`config.mk`:
```
export PLATFORM = sky130hd
export DESIGN_NAME = r22sdf_frame_ctrl
export DESIGN_NICKNAME = d
export VERILOG_FILES = /design/src/rtl/r22sdf_frame_ctrl.sv
export SDC_FILE = /design/constraint.sdc
export NUM_CORES = 1
export LEC_CHECK = 0
export ABC_AREA = 0
export BUFFER_PORTS_ARGS = -buffer_cell sky130_fd_sc_hd__clkbuf_2
export CAP_MARGIN = 20
export CELL_PAD_IN_SITES_DETAIL_PLACEMENT = 1
export CELL_PAD_IN_SITES_GLOBAL_PLACEMENT = 1
export CORE_ASPECT_RATIO = 0.9
export CORE_MARGIN = 4
export CORE_UTILIZATION = 41
export CTS_BUF_LIST = sky130_fd_sc_hd__clkbuf_16
export DETAILED_ROUTE_END_ITERATION = 10
export PLACE_DENSITY_LB_ADDON = 0.1
export SYNTH_ARGS = -nofsm -noshare
export SYNTH_HDL_FRONTEND = slang
export SYNTH_SLANG_ARGS = --single-unit
```
`constraint.sdc`:
```
create_clock -name sys_clk -period 5.1 [get_ports sys_clk]
set_input_delay 0.255 -clock sys_clk [delete_from_list [all_inputs] [get_ports sys_clk]]
set_output_delay 0.255 -clock sys_clk [all_outputs]
set_load 0.02 [all_outputs]
```
`src/rtl/r22sdf_frame_ctrl.sv`:
```
// Frame sequencer for an R22SDF FFT pipeline: gates the FFT enable, inserts zero
// bubbles to drain the tail of the last frame, and tags results with bin order.
module r22sdf_frame_ctrl #(
  parameter int FFT_LEN = 16,
  parameter int LAT     = 15,
  parameter int IDX_W   = 4
) (
  input  logic             sys_clk,
  input  logic             sys_rst,
  input  logic             cordic_rdy,
  input  logic             s_valid,
  input  logic             s_last,
  output logic             s_ready,
  output logic             fft_en,
  output logic             fft_bubble,
  input  logic             m_ready,
  output logic             m_valid,
  output logic             m_sof,
  output logic             m_eof,
  output logic [IDX_W-1:0] m_idx,
  output logic             err_len
);

  // state    | meaning
  // WAIT_RDY | twiddle generators not ready yet; nothing moves
  // RUN      | accepting samples, FFT advances per accepted sample
  // FLUSH    | frame complete; zero bubbles push remaining results out
  typedef enum logic [1:0] {WAIT_RDY, RUN, FLUSH} state_t;

  localparam int SW = $clog2(LAT + 1);
  localparam logic [IDX_W-1:0] LAST_IDX    = IDX_W'(FFT_LEN - 1);
  localparam logic [IDX_W-1:0] IDX_ONE     = IDX_W'(1);
  localparam logic [SW-1:0]    SINCE_MAX   = SW'(LAT);
  localparam logic [SW-1:0]    SINCE_EARLY = SW'(LAT - 1);
  localparam logic [SW-1:0]    SINCE_ONE   = SW'(1);

  state_t           state_q, state_d;
  logic [IDX_W-1:0] in_cnt_q, in_cnt_d;
  logic [IDX_W-1:0] out_cnt_q, out_cnt_d;
  logic [LAT-1:0]   tag_q, tag_d;
  logic [LAT:0]     tag_shift;
  logic [SW-1:0]    since_q, since_d;
  logic             done_q, done_d;
  logic             err_q, err_d;
  logic             stall, halt, accept, flush_now, early_exit;

  assign m_valid = tag_q[LAT-1];
  assign stall   = m_valid & ~m_ready;
  assign halt    = ~cordic_rdy;
  assign accept  = s_valid & s_ready;
  // Cycle after a frame end with no follow-on sample: start bubbling at once so
  // the output keeps advancing instead of re-presenting the same result.
  assign flush_now  = (state_q == RUN) & done_q & ~s_valid;
  assign early_exit = s_valid & fft_en & (since_q >= SINCE_EARLY);

  always_comb begin
    s_ready    = 1'b0;
    fft_en     = 1'b0;
    fft_bubble = 1'b0;
    case (state_q)
      RUN: begin
        if (flush_now) begin
          fft_bubble = 1'b1;
          fft_en     = ~stall & ~halt;
        end else begin
          s_ready = ~stall & ~halt;
          fft_en  = s_valid & ~stall & ~halt;
        end
      end
      FLUSH: begin
        fft_bubble = 1'b1;
        fft_en     = ~stall & ~halt;
      end
      default: ;
    endcase
  end

  always_comb begin
    state_d   = state_q;
    done_d    = done_q;
    in_cnt_d  = in_cnt_q;
    err_d     = 1'b0;
    out_cnt_d = out_cnt_q;
    since_d   = since_q;
    tag_shift = {tag_q, accept};
    tag_d     = fft_en ? tag_shift[LAT-1:0] : tag_q;

    case (state_q)
      WAIT_RDY: if (cordic_rdy) state_d = RUN;
      RUN: begin
        if (done_q && !halt) begin
          done_d = 1'b0;
          if (!s_valid) state_d = FLUSH;
        end
      end
      FLUSH: begin
        if (!halt && ((tag_q == '0) || early_exit)) state_d = RUN;
      end
      default: state_d = WAIT_RDY;
    endcase

    if (accept) begin
      if (s_last && (in_cnt_q == LAST_IDX)) begin
        done_d   = 1'b1;
        in_cnt_d = '0;
      end else if (s_last || (in_cnt_q == LAST_IDX)) begin
        err_d    = 1'b1;
        in_cnt_d = '0;
      end else begin
        in_cnt_d = in_cnt_q + IDX_ONE;
      end
    end

    if (accept)
      since_d = '0;
    else if (fft_en && (since_q != SINCE_MAX))
      since_d = since_q + SINCE_ONE;

    if (m_valid && m_ready && !halt)
      out_cnt_d = out_cnt_q + IDX_ONE;
  end

  always_ff @(posedge sys_clk or posedge sys_rst) begin
    if (sys_rst) begin
      state_q   <= WAIT_RDY;
      in_cnt_q  <= '0;
      out_cnt_q <= '0;
      tag_q     <= '0;
      since_q   <= '0;
      done_q    <= 1'b0;
      err_q     <= 1'b0;
    end else begin
      state_q   <= state_d;
      in_cnt_q  <= in_cnt_d;
      out_cnt_q <= out_cnt_d;
      tag_q     <= tag_d;
      since_q   <= since_d;
      done_q    <= done_d;
      err_q     <= err_d;
    end
  end

  assign m_sof   = m_valid & (out_cnt_q == '0);
  assign m_eof   = m_valid & (out_cnt_q == LAST_IDX);
  assign err_len = err_q;

  always_comb begin
    m_idx = '0;
    for (int i = 0; i < IDX_W; i++) m_idx[i] = out_cnt_q[IDX_W-1-i];
  end

endmodule

```
Word-level counts from Yosys, hierarchy flattened
Index checks and enable logic that the tools add are counted.
- register bits: 31
- bits in latches: 0
- memory bits (writable): 0
- ROM bits: 0
- bits of input ports: 6
- output and inout bits: 11
- word-level logic and storage cells: 69
- memories kept: 0
- $add $sub $neg: 3
- multiply operators: 0
- div/mod/pow operators: 0
- order comparisons: 1
- equality and inequality tests: 9
- shift-type cells: 0
- muxes and demuxes: 22
- bitwise logic cells: 14
- reduce and logical (&&, ||, !) cells: 13
- operators with widths (cell ; number):
    4-bit 2-to-1 mux ; 4
    15-bit logical NOT ; 1
    4-bit by 1-bit adder with 4-bit output, second input constant ; 3
    1-bit AND ; 11
    1-bit 2-to-1 mux ; 11
    4-bit == test, second input constant ; 2
    2-bit 2-to-1 mux ; 4
    1-bit logical AND ; 6
    2-bit != test, second input constant ; 3
    2-bit one-hot mux with 3 select lines ; 1
    4-bit greater-or-equal comparator, second input constant ; 1
    4-bit logical NOT ; 1
    4-bit != test, second input constant ; 1
    1-bit one-hot mux with 2 select lines ; 2
    4-bit AND reduction ; 1
    1-bit NOT ; 3
    2-bit by 1-bit == test with 1-bit output, second input constant ; 1
    2-bit == test, second input constant ; 1
    2-bit logical NOT ; 1
    1-bit logical OR ; 2
    2-bit by 1-bit != test with 1-bit output, second input constant ; 1
    2-bit nonzero test ; 1

Depth between registers and ports, before layout
Gate-level depths: netlist of the first run.
- depth in word-level cells: 13
- depth in mapped cells: 8
- depth with buffers taken out: 8

Worst setup path before layout of the first run
OpenSTA, ideal clock, no wires.
- path kind: reg2reg
- from: register state_q[0]
- to: register tag_q[0]
- library setup time: 0.125 ns
- arrival: 1.552 ns
- data required time: 4.975 ns
- setup slack: 3.423 ns
- cell stages (with the launch flop): 8
- buffers on the path: 2
- clock period less this slack: 1.677 ns
- path through: dfrtp_1 -> inv_1 -> ha_1 -> and2_4 -> o211a_1 -> buf_6 -> buf_12 -> mux2_4
- elaborated cells on any way between the ends: 9
- classes of those cells: eq/ne: 2; mux: 4; bitwise: 3
- RTL lines (element ; line ; source):
    start, declared ; 37 ; state_t state_q, state_d;
    start signal, assigned ; 133 ; state_q <= state_d;
    2-bit by 1-bit == test with 1-bit output ; 53, 60 ;
    1-bit AND (2 in series) ; 53 ; assign flush_now = (state_q == RUN) & done_q & ~s_valid;
    1-bit 2-to-1 mux ; 62 ; if (flush_now) begin
    1-bit one-hot mux with 2 select lines (*) ; 60 ; case (state_q)
    net fft_en ; 14 ; output logic fft_en,
    end signal, assigned ; 136 ; tag_q <= tag_d;
    end, declared ; 40 ; logic [LAT-1:0] tag_q, tag_d;
The timed path passes the listed nets; every way through them passes the cells marked *.
A chain may end at the register's enable or synchronous reset.

Final worst setup path of the first run
- from: register state_q[1]
- to: output fft_en
- longest elaborated chain between the ends: 5
- elaborated cells on any way between the ends: 6
- classes of those cells: eq/ne: 2; mux: 2; bitwise: 2
- ends and longest elaborated chain (element ; line):
    2-bit by 1-bit == test with 1-bit output ; 53, 60
    1-bit AND (2 in series) ; 53
    1-bit 2-to-1 mux ; 62
    1-bit one-hot mux with 2 select lines (*) ; 60
    end, declared ; 14
Every way passes the cells marked *; elsewhere a longest branch is shown, timed or not.

==> results by group, run 1 <==
Timing
  • Worst Slack Setup Final: roughly 2.7 ns
  • Final Hold Vio Count: 0
  • Worst slew pin tran: ~0.75 ns
  • Final setup violation count: 0
  • Period utilization: between 40% and 50%
  • Final worst path period need: 2.43 ns
  • FMAX: 411 MHz
  • Setup_tns: 0 ns
  • RSZ-0062 raised after global routing: no
  • Slew HR: about half
  • Final hold slack: slightly above 0.04 ns
  • Skew final: approximately 0.0036 ns
  • Slew Limit Fails: 0

Worst setup path
  • Critical path fanouts, max: 16
  • CP Buf/Inv Count: 2
  • Worst Setup SP: state_q[1]$_DFFE_PP0P_
  • Worst r2r path cells: 5
  • CP arrival: approximately 2.2 ns
  • CP top delay family: compound AO/OA/AOI/OAI gates
  • CP startpoint kind: flop
  • CP required: between 4 and 5 ns
  • R2R setup slack: roughly 3 ns
  • Critical Path Sink Type: primary output
  • Path length in cells of the critical path: 5
  • Reg2reg end: tag_q[10]$_DFFE_PP0P_
  • Slowest-stage cell, CP: o211a_1
  • Crit path to: fft_en
  • Critical path, cell by cell: inv_1 > ha_1 > o21a_1 > o211a_1 > clkbuf_2
  • WS Path Type: flop to primary output
  • Max incr delay on CP: approximately 0.65 ns
  • Worst R2R Start: state_q[1]$_DFFE_PP0P_

Place
  • Placement Setup Slack: a little under 3 ns
  • Detail Placement HPWL: 2310 microns
  • DP Cell Count: 197
  • Port Buffers: 16
  • Area after DPL: roughly 1700 sq um
  • GPL Wtd Cong: about 0.70

Pwr
  • Clock power frac: 31.2%
  • Internal power: 603 uW
  • Sw frac: 32.1%
  • VDD IR max: around 0.00035 V
  • Power share of the sequential group: 38.6%
  • Pwr dens: between 400 and 500 nW/um^2
  • Comb power frac: 30.2%
  • Net switching power: around 290 uW
  • Leak: roughly 0.95 nW

Logic synthesis
  • Synthesized area per cell: 12.0 sq um
  • Top cell type's share of synthesized area: 47.4%
  • Netlist cell types: 40
  • Synthesized instance count: between 100 and 150
  • Post-Syn Area: about 1600 sq um
  • Synth top area cells: dfrtp_1 47%, ha_1 8.4%, mux2_4 8.3%, mux2_2 4.8%, nand3_1 2.1%
  • Seq/Total Area, Yosys: 47.4%
  • Synth Register Bits: 31
  • Syn Nets: about 150
  • Post-synth top area cell: dfrtp_1
  • Synth warnings: 0

Final layout
  • Fillers: 430
  • Post-Layout Cell Count: between 200 and 250
  • Commonest cells after routing, fill and taps aside: 31 x dfrtp_1, 16 x clkbuf_2, 11 x ha_1, 9 x inv_1, 9 x mux2_4
  • Fraction of layout cells with a size suffix above 1: a little over a quarter
  • Synthesis-to-finish area growth: 15.1%
  • Final Instance Area: 1880 sq um
  • Commonest non-fill, non-tap cell in the layout: dfrtp_1
  • Diode count: 0
  • # nets final: approximately 180

CTS
  • # Post-CTS Setup Buffers: 0
  • CTS root buf: clkbuf_16
  • TritonCTS clock tree: done
  • CTS H-tree lvls: 2
  • CTS clock-pin slew for the worst setup and hold paths: 0.05 ns
  • Count of hold-fix buffers inserted at cts: 0
  • CTS max path bufs: 2
  • Clk_lat worst skew: 0.27 ns
  • CTS Buf Count: 5
  • Clock sink total: 31
  • CTS resizes: 0

GRT
  • Largest net degree at the start of global routing: 32
  • Vias in the first global route: roughly 1200
  • Grt total ovfl: 0
  • First-pass GRT wire length: approximately 5400 microns
  • Antenna violations before repair: 0
  • GRT Util Overall: ~14%

Status
  • Result of the run: finished clean

Routing
  • Initial DRC count: 37
  • First-pass iteration count of the detailed router: 4
  • Antenna Violating Nets Remaining: 0
  • DR vias: 1097
  • Avg Vias per Cell: 5.38
  • Routed length per instance: ~16 microns
  • # DRC: 0
  • Post-Route WL: 3230 microns

Floorplan
  • Row cnt: 21
  • Horiz. Die Dim: around 75 microns
  • I/O Pins: 17
  • Chip height: 67.9 microns
  • Initial Util: between 40% and 50%
  • Die area: about 5000 sq um
  • Core area: approximately 3800 sq um

Hold path
  • Worst Hold Class: input port to asynchronous set/reset pin

Job
  • Max_cap viols: 0
logic make-up (layout without fill, tap and decap cells):
| logic type | Yosys count | count (layout) | synth area share [%] |
|---|---|---|---|
| adders and majority gates | 11 | 11 | 8.42 |
| AOI/OAI and AO/OA | 18 | 18 | 8.03 |
| and+or+nand+nor | 43 | 43 | 15.5 |
| DFF | 31 | 31 | 47.4 |
| muxes | 18 | 18 | 14.5 |
| buffers and inverters | 11 | 33 | 3.98 |
| xor gates and xnor gates | 4 | 4 | 2.14 |
cells in the mapped netlist:
library cell / count
or3_1: 1
nor2b_1: 3
a21oi_1: 2
o211a_1: 1
nand3_1: 7
xor2_1: 1
buf_12: 1
nor2_1: 5
a22o_1: 1
a32o_2: 1
o2111ai_1: 2
or4_1: 1
xnor2_1: 3
ha_1: 11
nor4_1: 3
mux2_2: 7
o211ai_1: 1
o21a_1: 1
o2111a_1: 1
buf_6: 1
dfrtp_1: 31
and4_1: 1
and2b_2: 1
mux2_1: 2
o31ai_1: 1
and3_1: 1
nand2_1: 7
nand4_1: 3
nand2b_1: 2
a211oi_1: 1
nor3b_4: 1
o21ai_0: 5
nor4bb_1: 1
nor3_1: 2
o21bai_1: 1
and2_1: 2
and2_4: 1
mux2_4: 9
and2b_1: 1
inv_1: 9
worst min-delay path by stage:
stage,startpoint,end,depth (start not counted)
after CTS,sys_rst,in_cnt_q[3]$_DFFE_PP0P_,3
after global routing,sys_rst,tag_q[12]$_DFFE_PP0P_,3
after detailed placement,sys_rst,in_cnt_q[3]$_DFFE_PP0P_,3
after floorplan,sys_rst,done_q$_DFF_PP0_,1
after global placement,sys_rst,in_cnt_q[3]$_DFFE_PP0P_,3
final,sys_rst,err_len$_DFF_PP0_,3
power groups by stage:
stage,registers [mW],logic (mW),clock network [mW]
floorplan,0.333,0.226,0
global placement,0.342,0.259,0
detailed placement,0.346,0.270,0
CTS,0.342,0.273,0.283
global route,0.350,0.296,0.293
finish,0.343,0.268,0.277
registers in the layout, indices dropped and copies added, names as in the netlist:
name       count
tag_q         15
in_cnt_q       4
out_cnt_q      4
since_q        4
state_q        2
done_q         1
err_len        1
routing by layer:
metal | GRT usage (%) | vias to the layer above | share of wire (%)
met5 | 0 | - | 0
met4 | 4.67 | 0 | 1.2
met3 | 3.96 | 4 | 2.8
met2 | 24.5 | 14 | 47
met1 | 17.5 | 547 | 49
li1 | - | 532 | -
final cells by class:
type	instances	area [sq um]	share of cell area (%)
Sequential cell	31	776	41.2
Timing Repair Buffer	17	87.6	4.65
Clock buffer	5	125	6.64
Multi-Input combinational cell	94	795	42.2
Inverter	9	33.8	1.79
Clock inverter	2	8.76	0.465
Tap cell	46	57.6	3.06
worst min-delay path, cell delays in order:
cell and delay (ns):
clkbuf_2 0.08, inv_1 0.04, buf_4 0.35
through the flow:
step	util (%)	power, mW
4_1_cts	49.8	0.898
3_5_place_dp	46.2	0.615
2_1_floorplan	-	0.559
6_report	49.8	0.888
5_1_grt	49.8	0.939
3_3_place_gp	46.2	0.601
Note: power is estimated with default switching activity, not from simulation.
==> run 2, diff against run 1 <==
Clock period 5.1 ns to 1.96 ns, I/O delays scaled along.
==> run 2 against run 1 <==
First-iteration DRC count is 41% higher. Sequential cell count stayed put. Non-clock buffer count is 3 higher. Register-to-register slack worse by 2.8 ns.
==> results by group, run 2 (synthesis gave the netlist of run 1 again) <==
Worst setup path
  • Worst R2R Start: state_q[1]$_DFFE_PP0P_
  • CP arrival: 1.76 ns (-0.42 ns)
  • Worst Setup SP: state_q[1]$_DFFE_PP0P_
  • Critical Path Sink Type: primary output
  • Worst r2r path cells: 6 (+1)
  • Critical path fanouts, max: 16 (unchanged)
  • CP startpoint kind: flop
  • CP required: 1.86 ns (-2.99 ns)
  • Reg2reg end: state_q[1]$_DFFE_PP0P_
  • R2R setup slack: 0.14 ns (-2.81 ns)
  • WS Path Type: flop to primary output

Routing
  • Routed length per instance: 16.3 microns (+3.0%)
  • First-pass iteration count of the detailed router: 4 (unchanged)
  • # DRC: 0 (unchanged)
  • DR vias: 1126 (+2.6%)
  • Initial DRC count: 52 (+41%)
  • Antenna Violating Nets Remaining: 0 (unchanged)
  • Avg Vias per Cell: 5.41 (+0.67%)
  • Post-Route WL: 3390 microns (+5.0%)

Hold path
  • Worst Hold Class: input port to flop
  • Min-Delay Endpoint: out_cnt_q[2]$_DFFE_PP0P_
  • Hold depth: 3
  • HP Start: m_ready

Final layout
  • Diode count: 0 (unchanged)
  • # nets final: 178 (+1.7%)
  • Sequential cell area: 777 sq um (+0.16%)
  • Commonest cells after routing, fill and taps aside: 30 x dfrtp_1, 16 x clkbuf_2, 10 x ha_1, 9 x inv_1, 9 x mux2_4
  • Commonest non-fill, non-tap cell in the layout: dfrtp_1
  • Post-Layout Cell Count: 208 (+2.0%)
  • Area of the multi-input gates: 815 sq um (+2.5%)
  • Most flop-heavy register: tag_q
  • Fraction of layout cells with a size suffix above 1: 30.2% (+3.0 points)
  • Max reg flops: 15 (unchanged)
  • Fillers: 423 (-1.6%)
  • Synthesis-to-finish area growth: 20.6%

CTS
  • CTS Buf Count: 5 (unchanged)
  • TritonCTS clock tree: done
  • CTS root buf: clkbuf_16
  • Clk_lat worst skew: 0.28 ns (about the same)
  • CTS H-tree lvls: 2 (unchanged)
  • Clock sink total: 31 (unchanged)
  • CTS clock-pin slew for the worst setup and hold paths: 0.05 ns (about the same)
  • CTS max path bufs: 2 (unchanged)
  • # Post-CTS Setup Buffers: 0 (unchanged)

GRT
  • Grt total ovfl: 0 (unchanged)
  • Vias in the first global route: 1218 (+5.1%)
  • GRT Util Overall: 15.9% (+1.5 points)
  • Met1 usage: 19.2% (+1.6 points)
  • Gr busiest metal: met2
  • First-pass GRT wire length: 5840 microns (+7.6%)
  • Grt met2 use: 25.8% (+1.3 points)
  • GR met3 Demand/Resource: 5.58% (+1.6 points)
  • Antenna violations before repair: 0 (unchanged)
  • Largest net degree at the start of global routing: 32 (unchanged)

Floorplan
  • Horiz. Die Dim: 74.6 microns (unchanged)
  • I/O Pins: 17 (unchanged)
  • Die area: 5060 sq um (unchanged)
  • Initial Util: 43.2% (unchanged)
  • Core area: 3780 sq um (unchanged)
  • Row cnt: 21 (unchanged)
  • Chip height: 67.9 microns (unchanged)

Status
  • Result of the run: finished clean

Timing
  • RSZ-0062 raised after global routing: no
  • Final setup violation count: 0 (unchanged)
  • Slew HR: 74.1% (+24 points)
  • FMAX: approximately 540 MHz
  • Final Hold Vio Count: 0 (unchanged)
  • Slew Limit Fails: 0 (unchanged)
  • Period utilization: between 90% and 100%
  • Worst Slack Setup Final: 0.103 ns (-2.56 ns)
  • Final worst path period need: roughly 1.9 ns
  • Skew final: 0.00361 ns (-0.0000350 ns)
  • Setup_tns: 0 ns (unchanged)
  • Worst slew pin tran: 0.389 ns (-0.364 ns)

Place
  • Placement Setup Slack: 0.158 ns (-2.81 ns)
  • GPL Wtd Cong: 0.758 (+7.9%)
  • Port Buffers: 16 (unchanged)
  • Detail Placement HPWL: 2370 microns (+2.8%)
  • DP Cell Count: 199 (+1.0%)

Pwr
  • VDD IR max: 0.000719 V (+100%)
  • Leak: 0.971 nW (+2.7%)
  • Pwr dens: 1280 nW/um^2 (+170%)

Job
  • Max_cap viols: 0 (unchanged)
## run 2: per-stage QoR
| stage | utilization (%) | power, mW | instance area [sq um] | hold slack, ns |
|---|---|---|---|---|
| after floorplan | - | 1.45 | 1640 | 0.202 |
| after global placement | 47.0 | 1.59 | 1780 | 0.178 |
| after detailed placement | 47.0 | 1.64 | 1780 | 0.197 |
| after CTS | 51.6 | 2.54 | 1950 | 0.152 |
| after global routing | 52.1 | 2.70 | 1970 | 0.184 |
| final | 52.1 | 2.53 | 1970 | 0.154 |
## run 2: repair_timing
| item | 4_1_cts | 5_1_grt |
|---|---|---|
| gates resized for setup | 1 | 3 |
| hold buffers | 1 | 0 |
| pin swaps | 0 | 0 |
| hold endpoints to repair | 31 | 0 |
| endpoints found under the setup margin | 1 | 1 |
## run 2: area by class of cell
cell class                      count  share of cell area [%]
Clock buffer                        5                    6.35
Timing Repair Buffer               20                    6.35
Inverter                            9                    1.71
Clock inverter                      3                    1.97
Sequential cell                    31                    39.4
Multi-Input combinational cell     94                    41.3
Tap cell                           46                    2.92
## run 2: worst max-delay path by stage
stage / endpoint / slack (ns) / depth (start not counted)
after floorplan: tag_q[0]$_DFFE_PP0P_ / 0.28 / 7
after global placement: state_q[1]$_DFFE_PP0P_ / 0.21 / 6
after detailed placement: tag_q[12]$_DFFE_PP0P_ / 0.16 / 6
after CTS: fft_en / 0.04 / 6
after global routing: fft_en / 0.01 / 6
final: fft_en / 0.10 / 6
## run 2: where the power goes
part | switching (mW) | internal (mW) | total [mW]
clock network | 0.277 | 0.592 | 0.869
logic | 0.375 | 0.386 | 0.761
registers | 0.130 | 0.769 | 0.900
total | 0.783 | 1.75 | 2.53
## run 2: critical path, stage by stage, from the launching register on
cell,delay (ns)
dfrtp_1,0.39
inv_1,0.10
ha_1,0.30
and2_4,0.16
o211a_4,0.19
buf_12,0.16
clkbuf_2,0.18
## run 2: metal layers
layer / wire length [microns] / part of all wire [%]
met1: 1550 / 46
met2: 1660 / 49
met5: 0 / 0
met4: 63 / 1.9
met3: 110 / 3.2
